$ cat src/rtl/message_scroll_controller_pkg.sv
// Shared definitions for the message scroll sequencer.
// FSM states, fetch length and the reset blank character.
package message_scroll_controller_pkg;

    typedef enum logic [1:0] {
        IDLE,
        FETCH,
        DRAIN,
        COMMIT
    } state_t;

    localparam int         FETCH_CYCLES  = 4;
    localparam logic [3:0] BLANK_DEFAULT = 4'hF;

endpackage

$ cat src/rtl/message_scroll_controller_step_gen.sv
// Step request source: button edge, auto-scroll tick and sticky pending flag.
// step_go stays high until the sequencer acknowledges it.
module message_scroll_controller_step_gen
    import message_scroll_controller_pkg::*;
#(
    parameter int TICK_CYCLES = 1562500
) (
    input  logic clk,
    input  logic n_reset,
    input  logic button,
    input  logic auto_en,
    input  logic ack,
    output logic step_go
);

    localparam int CW = $clog2(TICK_CYCLES + 1);

    logic          btn_d;
    logic [CW-1:0] tick_cnt;
    logic          pending;
    logic          tick;
    logic          step;

    assign tick    = auto_en && (tick_cnt == CW'(TICK_CYCLES - 1));
    assign step    = (button & ~btn_d) | tick;
    assign step_go = step | pending;

    always_ff @(posedge clk) begin
        if (!n_reset) begin
            btn_d    <= 1'b0;
            tick_cnt <= '0;
            pending  <= 1'b0;
        end else begin
            btn_d <= button;
            if (!auto_en || tick) begin
                tick_cnt <= '0;
            end else begin
                tick_cnt <= tick_cnt + CW'(1);
            end
            // A step arriving with the ack merges into the served one
            if (ack) begin
                pending <= 1'b0;
            end else begin
                pending <= pending | step;
            end
        end
    end

endmodule

$ cat src/rtl/message_scroll_controller.sv
// Scrolls a message across four 7-seg digits, fetching four chars per step
// from a 1-cycle-latency memory and committing them all at once.
module message_scroll_controller
    import message_scroll_controller_pkg::*;
#(
    parameter int         MSG_LEN     = 16,
    parameter int         ADDR_W      = 4,
    parameter int         TICK_CYCLES = 1562500,
    parameter logic [3:0] BLANK_CHAR  = BLANK_DEFAULT
) (
    input  logic              clk,
    input  logic              n_reset,
    input  logic              button,
    input  logic              auto_en,
    input  logic              dir,
    output logic              rd_en,
    output logic [ADDR_W-1:0] rd_addr,
    input  logic [3:0]        rd_data,
    output logic [3:0]        an3char,
    output logic [3:0]        an2char,
    output logic [3:0]        an1char,
    output logic [3:0]        an0char,
    output logic              upd,
    output logic              busy
);

    localparam logic [ADDR_W-1:0] LAST = ADDR_W'(MSG_LEN - 1);

    function automatic logic [ADDR_W-1:0] wrap_inc(input logic [ADDR_W-1:0] a);
        return (a == LAST) ? '0 : a + ADDR_W'(1);
    endfunction

    function automatic logic [ADDR_W-1:0] wrap_dec(input logic [ADDR_W-1:0] a);
        return (a == '0) ? LAST : a - ADDR_W'(1);
    endfunction

    state_t            state;
    state_t            state_nxt;
    logic              init;
    logic              ack;
    logic              step_go;
    logic [ADDR_W-1:0] offset;
    logic [ADDR_W-1:0] off_nxt;
    logic [ADDR_W-1:0] addr;
    logic [1:0]        k;
    logic              cap_vld;
    logic [1:0]        cap_idx;
    logic [3:0]        shadow [4];

    message_scroll_controller_step_gen #(
        .TICK_CYCLES(TICK_CYCLES)
    ) u_step (
        .clk    (clk),
        .n_reset(n_reset),
        .button (button),
        .auto_en(auto_en),
        .ack    (ack),
        .step_go(step_go)
    );

    always_comb begin
        state_nxt = state;
        ack       = 1'b0;
        off_nxt   = offset;
        unique case (state)
            IDLE: begin
                // The first load after reset keeps offset and leaves steps pending
                if (init) begin
                    state_nxt = FETCH;
                end else if (step_go) begin
                    state_nxt = FETCH;
                    ack       = 1'b1;
                    off_nxt   = dir ? wrap_dec(offset) : wrap_inc(offset);
                end
            end
            FETCH: begin
                if (k == 2'(FETCH_CYCLES - 1)) begin
                    state_nxt = DRAIN;
                end
            end
            DRAIN:   state_nxt = COMMIT;
            COMMIT:  state_nxt = IDLE;
            default: state_nxt = IDLE;
        endcase
    end

    always_ff @(posedge clk) begin
        if (!n_reset) begin
            state   <= IDLE;
            init    <= 1'b1;
            offset  <= '0;
            addr    <= '0;
            k       <= '0;
            cap_vld <= 1'b0;
            cap_idx <= '0;
            an3char <= BLANK_CHAR;
            an2char <= BLANK_CHAR;
            an1char <= BLANK_CHAR;
            an0char <= BLANK_CHAR;
        end else begin
            state   <= state_nxt;
            init    <= 1'b0;
            cap_vld <= (state == FETCH);
            cap_idx <= k;
            if (state == IDLE && state_nxt == FETCH) begin
                offset <= off_nxt;
                addr   <= off_nxt;
                k      <= '0;
            end else if (state == FETCH) begin
                addr <= wrap_inc(addr);
                k    <= k + 2'd1;
            end
            if (state == COMMIT) begin
                an3char <= shadow[0];
                an2char <= shadow[1];
                an1char <= shadow[2];
                an0char <= shadow[3];
            end
        end
    end

    always_ff @(posedge clk) begin
        if (cap_vld) begin
            shadow[cap_idx] <= rd_data;
        end
    end

    assign rd_en   = (state == FETCH);
    assign rd_addr = rd_en ? addr : '0;
    assign upd     = (state == COMMIT);
    assign busy    = (state != IDLE);

endmodule

$ cat config.mk
export PLATFORM = sky130hd
export DESIGN_NAME = message_scroll_controller
export DESIGN_NICKNAME = d
export VERILOG_FILES = /design/src/rtl/message_scroll_controller_pkg.sv /design/src/rtl/message_scroll_controller_step_gen.sv /design/src/rtl/message_scroll_controller.sv
export SDC_FILE = /design/constraint.sdc
export NUM_CORES = 1
export LEC_CHECK = 0
export CAP_MARGIN = 30
export CORE_UTILIZATION = 56
export CTS_BUF_LIST = sky130_fd_sc_hd__clkbuf_16
export CTS_CLUSTER_DIAMETER = 120
export DETAILED_ROUTE_END_ITERATION = 8
export GPL_ROUTABILITY_DRIVEN = 0
export PLACE_DENSITY = 0.79
export REMOVE_ABC_BUFFERS = 1
export SYNTH_ARGS = -nofsm -noshare
export SYNTH_HDL_FRONTEND = slang
export SYNTH_SLANG_ARGS = --single-unit
$ cat constraint.sdc
create_clock -name clk -period 2.2 [get_ports clk]
set_input_delay 0.33 -clock clk [delete_from_list [all_inputs] [get_ports clk]]
set_output_delay 0.33 -clock clk [all_outputs]
set_load 0.05 [all_outputs]
==> reports/qor.csv, run 1 <==
metric,value,unit
NumNets Final,366,
Cell Pwr Density,829,mW/mm^2
later-pin clock latency in the skew report,0.32,ns
worst hold path type,reg -> reg,
area share of the largest cell type after synthesis,36.5,%
Max-slew headroom,48.9,%
H-tree Lvls,3,
Residual DRC,0,
post-route cell area,0.00375,mm^2
RSZ-0062 raised after global routing,no,
Cell variety after synth,50,
FMAX,518,MHz
LEAKAGE,1.49,nW
register area share after synthesis,52.5,%
Via density,5.58,
crit path kind,reg -> out,
Worst path slowest cell,dfxtp_1,
Final Max Tran Viols,0,
Post-synth EDFFs,16,
drt pass-1 iters,4,
GRT Overall Usage,24.5,%
CTS Sinks,71,
# Post-CTS Setup Buffers,0,
synth top area cells,"dfxtp_1, edfxtp_1, nand2_1",
Initial Util,58.6,%
total grt overflow,0,
# fillers,395,
final worst-path cycle share,87.7,%
setup_tns,0,ns
final hold vios,0,
Clock Path Buffers,2,
Core Region,0.00514,mm^2
Total Wirelength,6.26,mm
DP HPWL,4.12,mm
Max-Cap Viols,0,
CP peak stage delay,0.34,ns
Vias,2375,
fin crit period,1.93,ns
Critical Path RT,1.87,ns
largest net degree at the start of global routing,22,
clock slew at reported path FFs,0.05,ns
io pins,32,
worst-path maximum fanout,11,
number of buffers created by CTS,9,
wire length per cell,14.7,um
Synth Instances,314,
CP endpoint kind,output port,
port bufs,31,
"most used cell, CP",inv_1,
worst endpoint data arrival time,1.60,ns
top-count cell post-synth,dfxtp_1,
Final ANT Viol Nets,0,
# resized after CTS,0,
Post-synth top cells,"dfxtp_1, nand2_1, nor2_1",
synthesis-stage register bit count,71,
# diodes,0,
CTS tree,built,
"area leader, netlist",dfxtp_1,
die area,0.00568,mm^2
DP Area,0.00344,mm^2
root buffer cell,clkbuf_16,
die span in x,75.4,um
final setup violation count,0,
clock skew,0.00509,ns
"Async S/R FF share, synth",0,%
vias in the first global route,2232,
Synthesis Warnings,0,
synthesized area per cell,9.60,um^2
Syn Std Cell Area,0.00301,mm^2
Cells after DPL,410,
hold buffer count at CTS,0,
Iter 0 DRT Violations,168,
synthesis-to-layout area growth,24.5,%
measured slew at the worst slew-check pin,0.765,ns
Rows,26,
global-route wire length before repair,10.3,mm
critical path cell sequence,nand2b_1 -> inv_1 -> nand2_1 -> inv_1 -> buf_12,
"Primary FF master, synth",dfxtp_1,
Peak VDD IR,0.530,mV
chip height,75.4,um
Startpoint Class,register,
ratio of cells with drive above 1 in the final layout,9.55,%
initial antenna violation count,0,
status,"complete, no violations",
Final Non-Filler Cells,426,
-- cells by family after synthesis --
| kind of cell | synth area share (%) |
|---|---|
| XOR/XNOR | 5.52 |
| AND/OR/NAND/NOR | 25.3 |
| AO/OA/AOI/OAI | 9.93 |
| buffers and inverters | 3.24 |
| adder cells (fa/ha/maj) | 2.49 |
| multiplexers | 0.997 |
| flip-flops | 52.5 |
-- registers in the layout, summed over array words and instances (netlist names), 2 cells and up --
signal	flops
an3char	4
cap_idx	2
k	2
an2char	4
shadow	16
offset	4
an1char	4
an0char	4
u_step.tick_cnt	21
state	2
addr	4
-- metal layers --
metal / wire [um] / GRT usage, % / up-vias
li1: - / - / 1169
met1: 2750 / 30.4 / 1143
met3: 268 / 6.35 / 6
met2: 3190 / 41.3 / 57
met5: 0 / 0 / -
met4: 45 / 8.85 / 0
-- placed cells by master, fill, tap and decap left out, types with 8 or more instances in the layout --
cell and instances:
a21oi_1 17, dfxtp_1 55, clkdlybuf4s50_1 24, xnor2_1 10, nor3_1 12, nor2_1 25
edfxtp_1 16, buf_4 8, nand2_1 46, xor2_1 9, inv_1 13, and2_1 8
clkbuf_16 9, nand3_1 24
-- power by group --
part | leakage [nW] | switching (mW) | internal [mW]
logic | 0.746 | 0.140 | 0.0984
registers | 0.591 | 0.0317 | 1.36
clock network | 0.157 | 0.502 | 0.973
-- final cells by class --
type	count	area (um^2)	share of cell area [%]
multi-input combinational	219	1330	35.6
sequential	71	1580	42.2
clock inverter	7	80.1	2.14
inverter	13	48.8	1.30
timing repair buffer	37	393	10.5
clock buffer	9	225	6.01
tap	70	87.6	2.34
-- worst max-delay path, delay by kind of cell, from the launching register on --
kind | cells | cell delay, ns
simple gates | 2 | 0.37
flops | 1 | 0.34
buf+inv | 3 | 0.57
-- metrics by stage --
step           setup slack, ns  hold slack (ns)  util, %  power (mW)
5_1_grt                 0.0839            0.479     73.0        3.21
2_1_floorplan            0.356            0.402        -        1.56
3_3_place_gp             0.375            0.438     67.0        1.65
6_report                 0.271            0.453     73.0        3.11
4_1_cts                 0.0710            0.456     72.9        3.13
3_5_place_dp             0.290            0.444     67.0        1.65
-- final timing paths --
kind | cells past startpoint | end | slack [ns] | startpoint
hold / removal | 2 | an2char[3] | 0.45 | shadow[1][3]
hold reg to reg | 2 | an2char[3] | 0.45 | shadow[1][3]
setup / recovery | 5 | rd_addr[2] | 0.27 | state[1]
setup reg to reg | 7 | addr[3] | 0.30 | offset[0]
Power figures use the tool's default switching activity.
==> run 2, diff against run 1 <==
--- a/config.mk
+++ b/config.mk
@@ -13,6 +13,7 @@
 export GPL_ROUTABILITY_DRIVEN = 0
 export PLACE_DENSITY = 0.79
 export REMOVE_ABC_BUFFERS = 1
+export SLEW_MARGIN = 20
 export SYNTH_ARGS = -nofsm -noshare
 export SYNTH_HDL_FRONTEND = slang
 export SYNTH_SLANG_ARGS = --single-unit
==> results of run 2 <==
No change in the layout: final DEF, timing and power equal those of run 1.
